==> src/rtl/mem_port_arbiter.sv <==
`default_nettype none
// ============================================================================
// Module      : mem_port_arbiter
// Description : Shares one unified memory port between instruction fetch (IF)
//               and load/store (DM). One outstanding access, fixed read
//               latency, DM priority with an IF anti-starvation limit.
//               Define ARB_ROUND_ROBIN_EN for alternating priority instead.
// Revision    : 1.0 - initial release
// ============================================================================
module mem_port_arbiter #(
    parameter int AW      = 32,
    parameter int MEM_LAT = 1
`ifndef ARB_ROUND_ROBIN_EN
    ,
    parameter int STARVE_MAX = 4
`endif
) (
    input  logic          clk,
    input  logic          rst,
    // instruction fetch side
    input  logic          if_req,
    input  logic [AW-1:0] if_addr,
    output logic          if_gnt,
    output logic          if_rvalid,
    output logic [31:0]   if_rdata,
    // load/store side
    input  logic          dm_req,
    input  logic          dm_we,
    input  logic [3:0]    dm_wstrb,
    input  logic [AW-1:0] dm_addr,
    input  logic [31:0]   dm_wdata,
    output logic          dm_gnt,
    output logic          dm_rvalid,
    output logic [31:0]   dm_rdata,
    // memory side
    output logic          mem_en,
    output logic          mem_we,
    output logic [3:0]    mem_wstrb,
    output logic [AW-1:0] mem_addr,
    output logic [31:0]   mem_wdata,
    input  logic [31:0]   mem_rdata
);

    typedef enum logic [0:0] {
        S_IDLE = 1'b0,
        S_WAIT = 1'b1
    } state_t;

    localparam logic [2:0]    c_LAT_LOAD   = 3'(MEM_LAT - 1);
    localparam logic [AW-1:0] c_ALIGN_MASK = {{(AW-2){1'b1}}, 2'b00};
    localparam logic          c_OWNER_IF   = 1'b0;
    localparam logic          c_OWNER_DM   = 1'b1;

    state_t     r_state;
    state_t     w_state_nxt;
    logic [2:0] r_cnt;
    logic [2:0] w_cnt_nxt;
    logic       r_owner;
    logic       w_owner_nxt;
    logic       r_we;
    logic       w_we_nxt;

    logic       w_done;
    logic       w_free;
    logic       w_gnt;
    logic       w_pick_dm;
    logic       w_rvalid;

    // The rvalid cycle doubles as an idle cycle so a new grant can overlap it.
    always_comb begin
        w_done   = (r_state == S_WAIT) && (r_cnt == 3'd0);
        w_free   = (r_state == S_IDLE) || w_done;
        w_gnt    = !rst && w_free && (if_req || dm_req);
        w_rvalid = !rst && w_done;
    end

`ifdef ARB_ROUND_ROBIN_EN
    // The previous owner loses a tie.
    always_comb begin
        w_pick_dm = dm_req && (!if_req || (r_owner == c_OWNER_IF));
    end
`else
    localparam logic [3:0] c_STARVE_LIM = 4'(STARVE_MAX);

    logic [3:0] r_starve;

    always_comb begin
        w_pick_dm = dm_req && (!if_req || (r_starve != c_STARVE_LIM));
    end

    // Counts DM wins over a waiting fetch; any other grant resets the run.
    always_ff @(posedge clk) begin
        if (rst) begin
            r_starve <= 4'd0;
        end else if (w_gnt) begin
            if (w_pick_dm && if_req) begin
                if (r_starve != c_STARVE_LIM) begin
                    r_starve <= r_starve + 4'd1;
                end
            end else begin
                r_starve <= 4'd0;
            end
        end
    end
`endif

    always_ff @(posedge clk) begin
        if (rst) begin
            r_state <= S_IDLE;
            r_cnt   <= 3'd0;
            r_owner <= c_OWNER_IF;
            r_we    <= 1'b0;
        end else begin
            r_state <= w_state_nxt;
            r_cnt   <= w_cnt_nxt;
            r_owner <= w_owner_nxt;
            r_we    <= w_we_nxt;
        end
    end

    always_comb begin
        w_state_nxt = r_state;
        w_cnt_nxt   = r_cnt;
        w_owner_nxt = r_owner;
        w_we_nxt    = r_we;
        case (r_state)
            S_IDLE: begin
                w_state_nxt = S_IDLE;
            end
            S_WAIT: begin
                if (r_cnt != 3'd0) begin
                    w_cnt_nxt = r_cnt - 3'd1;
                end else begin
                    w_state_nxt = S_IDLE;
                end
            end
            default: begin
                w_state_nxt = S_IDLE;
            end
        endcase
        if (w_gnt) begin
            w_state_nxt = S_WAIT;
            w_cnt_nxt   = c_LAT_LOAD;
            w_owner_nxt = w_pick_dm ? c_OWNER_DM : c_OWNER_IF;
            w_we_nxt    = w_pick_dm && dm_we;
        end
    end

    always_comb begin
        if_gnt    = w_gnt && !w_pick_dm;
        dm_gnt    = w_gnt && w_pick_dm;
        if_rvalid = w_rvalid && (r_owner == c_OWNER_IF);
        dm_rvalid = w_rvalid && (r_owner == c_OWNER_DM);
        if_rdata  = if_rvalid ? mem_rdata : 32'd0;
        dm_rdata  = (dm_rvalid && !r_we) ? mem_rdata : 32'd0;
        mem_en    = w_gnt;
        mem_we    = w_gnt && w_pick_dm && dm_we;
        mem_wstrb = mem_we ? dm_wstrb : 4'd0;
        mem_addr  = (w_pick_dm ? dm_addr : if_addr) & c_ALIGN_MASK;
        mem_wdata = dm_wdata;
    end

endmodule
`default_nettype wire

==> config.mk <==
export PLATFORM = sky130hd
export DESIGN_NAME = mem_port_arbiter
export DESIGN_NICKNAME = d
export VERILOG_FILES = /design/src/rtl/mem_port_arbiter.sv
export SDC_FILE = /design/constraint.sdc
export NUM_CORES = 1
export LEC_CHECK = 0
export ABC_AREA = 0
export CAP_MARGIN = 0
export CORE_AREA = 2 2 107 109
export CTS_BUF_LIST = sky130_fd_sc_hd__clkbuf_16
export DETAILED_ROUTE_END_ITERATION = 10
export DIE_AREA = 0 0 109 111
export PLACE_DENSITY = 0.64
export SYNTH_ARGS = -nofsm -noshare
export SYNTH_HDL_FRONTEND = slang
export SYNTH_SLANG_ARGS = --single-unit
export TNS_END_PERCENT = 10
==> constraint.sdc <==
create_clock -name clk -period 1.9 [get_ports clk]
set_input_delay 0.38 -clock clk [delete_from_list [all_inputs] [get_ports clk]]
set_output_delay 0.38 -clock clk [all_outputs]
set_load 0.03 [all_outputs]
==> results.ini <==
[pwr]
switchingPower_mw = 0.494
p_per_area_mw_per_mm2 = 353
p_clk_share_pct = 24.5
ir_worst_vdd_mv = 0.246
switching_share_pct = 33.2
combPwrFrac_pct = 60.4
p_leak_nw = 1.88
seqPwrFrac_pct = 15.1
cellInternalPower_mw = 0.996

[setup_path]
arrival_ns = 1.82
crit_path_max_fanout = 9
crit_path_end_kind = output port
start_kind = flip-flop
path_class = reg2out
required_ns = 1.52

[job]
cap_violations = 0

[clocking]
cts_tree = yes
numCtsBuffers = 3
cts_buffer_depth = 2
root_buffer = clkbuf_16
path_clk_slew_ns = 0.04
clk_latency_ns = 0.23
cts_sinks = 10
ctsHoldBuffers = 0
htree_levels = 1

[floorplan]
dieArea_mm2 = 0.0121
core_area_mm2 = 0.0111
die_y_um = 111
start_util_pct = 14.8
rows = 39
die_width_um = 109
ios = 275

[route]
wl_per_cell_um = 14.6
drtIter0Drc = 48
drc = 0
vias_per_cell = 3.91
firstDrtPassIters = 4
vias = 2117
ant_nets = 0
finalWirelength_um = 7930

[synthesis]
synthCells = 206
synth_edf_count = 0
syn_area_per_cell_um2 = 7.96
ys_ff_latch = 10
synth_warnings = 0
seq_area_frac_synth_pct = 12.2
synth_flop_cell = dfxtp_1
syn_area_mm2 = 0.00164
synthArstFlopShare_pct = 0
yosysUniqueCellTypes = 33

[timing]
skew_ns = 0.000706
slew_viol_final = 0
timing.setup.tns_ns = -9.68
fin_crit_sh_pct = 116
fmax_ghz = 0.454
setup_viol = 72
rsz0062_at_grt = true
hold_viol_final = 0
fin_ws_ns = -0.303
period_minus_slack_ns = 2.20
hold_ws_ns = 0.553

[placed_design]
gp_congestion = 0.790
place_inst = 532
dp_hpwl_um = 6920
dp_slack_ns = -0.684
postPlaceCellArea_mm2 = 0.00359
io_buffers = 204

[global_route]
grt_pass1_wl_um = 11400
antenna_found_initial = 0
track_usage_pct = 12.2
grt-ovfl-total = 0
grt_pass1_vias = 2204
grt_max_degree = 34

[finish]
multiInputGateArea_mm2 = 0.00125
num-nets-final = 542
final_cell_mix = buf_6, clkdlybuf4s50_1, and2_1, buf_4, mux2_4
seq_area_um2 = 203
instances_no_fill = 542
antennaDiodeCount = 0
layout_commonest_cell = buf_6
drive_gt1_share_pct = 49.6
fillers = 1103
final_cell_area_mm2 = 0.00423
area_growth_pct = 158

[run_status]
violations = setup timing
outcome = complete, but fails checks

[min_path]
hp-class = reg2reg

-- cell usage after synthesis, types with 2 or more instances --
cell type	n	share of area, %
clkbuf_2	3	0.92
clkbuf_1	3	0.69
ha_1	4	3.1
o31ai_1	2	0.92
buf_4	37	17
a21oi_1	2	0.61
nor3_1	3	0.92
and2_1	66	25
buf_2	2	0.61
nor3_2	2	1.2
mux2_2	30	21
nand3_1	7	2.1
inv_1	6	1.4
nor2_1	3	0.69
and3_1	5	1.9
dfxtp_1	10	12
inv_2	2	0.46
nand2_1	4	0.92
-- registers in the layout, summed over array words and instances, names as in the netlist --
name,count
r_state,1
r_starve,4
r_cnt,3
r_we,1
r_owner,1
-- final timing paths --
| kind | startpoint | to | slack, ns | cells past startpoint |
|---|---|---|---|---|
| hold reg to reg | r_we$_SDFFE_PP0P_ | r_we$_SDFFE_PP0P_ | 0.55 | 1 |
| setup / recovery | r_starve[0]$_SDFFE_PP0P_ | mem_addr[6] | -0.30 | 8 |
| setup reg to reg | r_starve[0]$_SDFFE_PP0P_ | r_owner$_SDFFE_PP0P_ | 0.26 | 9 |
| hold / removal | r_we$_SDFFE_PP0P_ | r_we$_SDFFE_PP0P_ | 0.55 | 1 |
-- critical path, cell delays in order (launching register included) --
cell and delay, ns:
dfxtp_2 0.31, inv_2 0.07, ha_4 0.13, nand3b_1 0.10
o21ai_2 0.17, buf_6 0.18, buf_4 0.14, mux2_2 0.35
buf_6 0.14
-- per-layer routing --
metal	routed length [um]	GRT usage [%]	vias to the layer above
met4	20	1.03	0
met5	0	0	-
met2	4650	27.0	167
li1	-	-	1023
met1	2250	10.2	925
met3	1010	3.76	2
-- cell type report --
| type | count | area share (%) |
|---|---|---|
| multi-input combinational | 143 | 29.7 |
| tap | 143 | 4.23 |
| inverter | 8 | 0.770 |
| timing repair buffer | 235 | 58.8 |
| sequential | 10 | 4.80 |
| clock buffer | 3 | 1.78 |
-- cells by family after synthesis --
logic type	after synthesis	synth area share, %
compound gates	10	5.19
simple gates	94	35.3
other cells	1	0.229
fa+ha+maj	4	3.05
buf+inv	54	21.7
mux	31	21.3
xor+xnor	2	1.07
flops	10	12.2
-- timing repair --
item	4_1_cts	5_1_grt
buffers inserted	4	1
resized for setup	209	5
cloned	1	1
pin swaps	3	6
endpoints found under the setup margin	104	102
-- power groups by stage --
stage | clock (mW) | combinational (mW) | sequential [mW]
2_1_floorplan | 0 | 0.485 | 0.225
3_3_place_gp | 0 | 0.787 | 0.226
3_5_place_dp | 0 | 0.794 | 0.226
4_1_cts | 0.374 | 0.904 | 0.225
5_1_grt | 0.384 | 0.950 | 0.226
6_report | 0.365 | 0.900 | 0.225
-- stage by stage --
| step | utilization, % | power (mW) |
|---|---|---|
| final | 38.2 | 1.49 |
| after global routing | 38.2 | 1.56 |
| after CTS | 37.9 | 1.50 |
| after detailed placement | 32.4 | 1.02 |
| after global placement | 32.4 | 1.01 |
| after floorplan | - | 0.710 |
No activity file was read; power rests on OpenSTA's default activity.
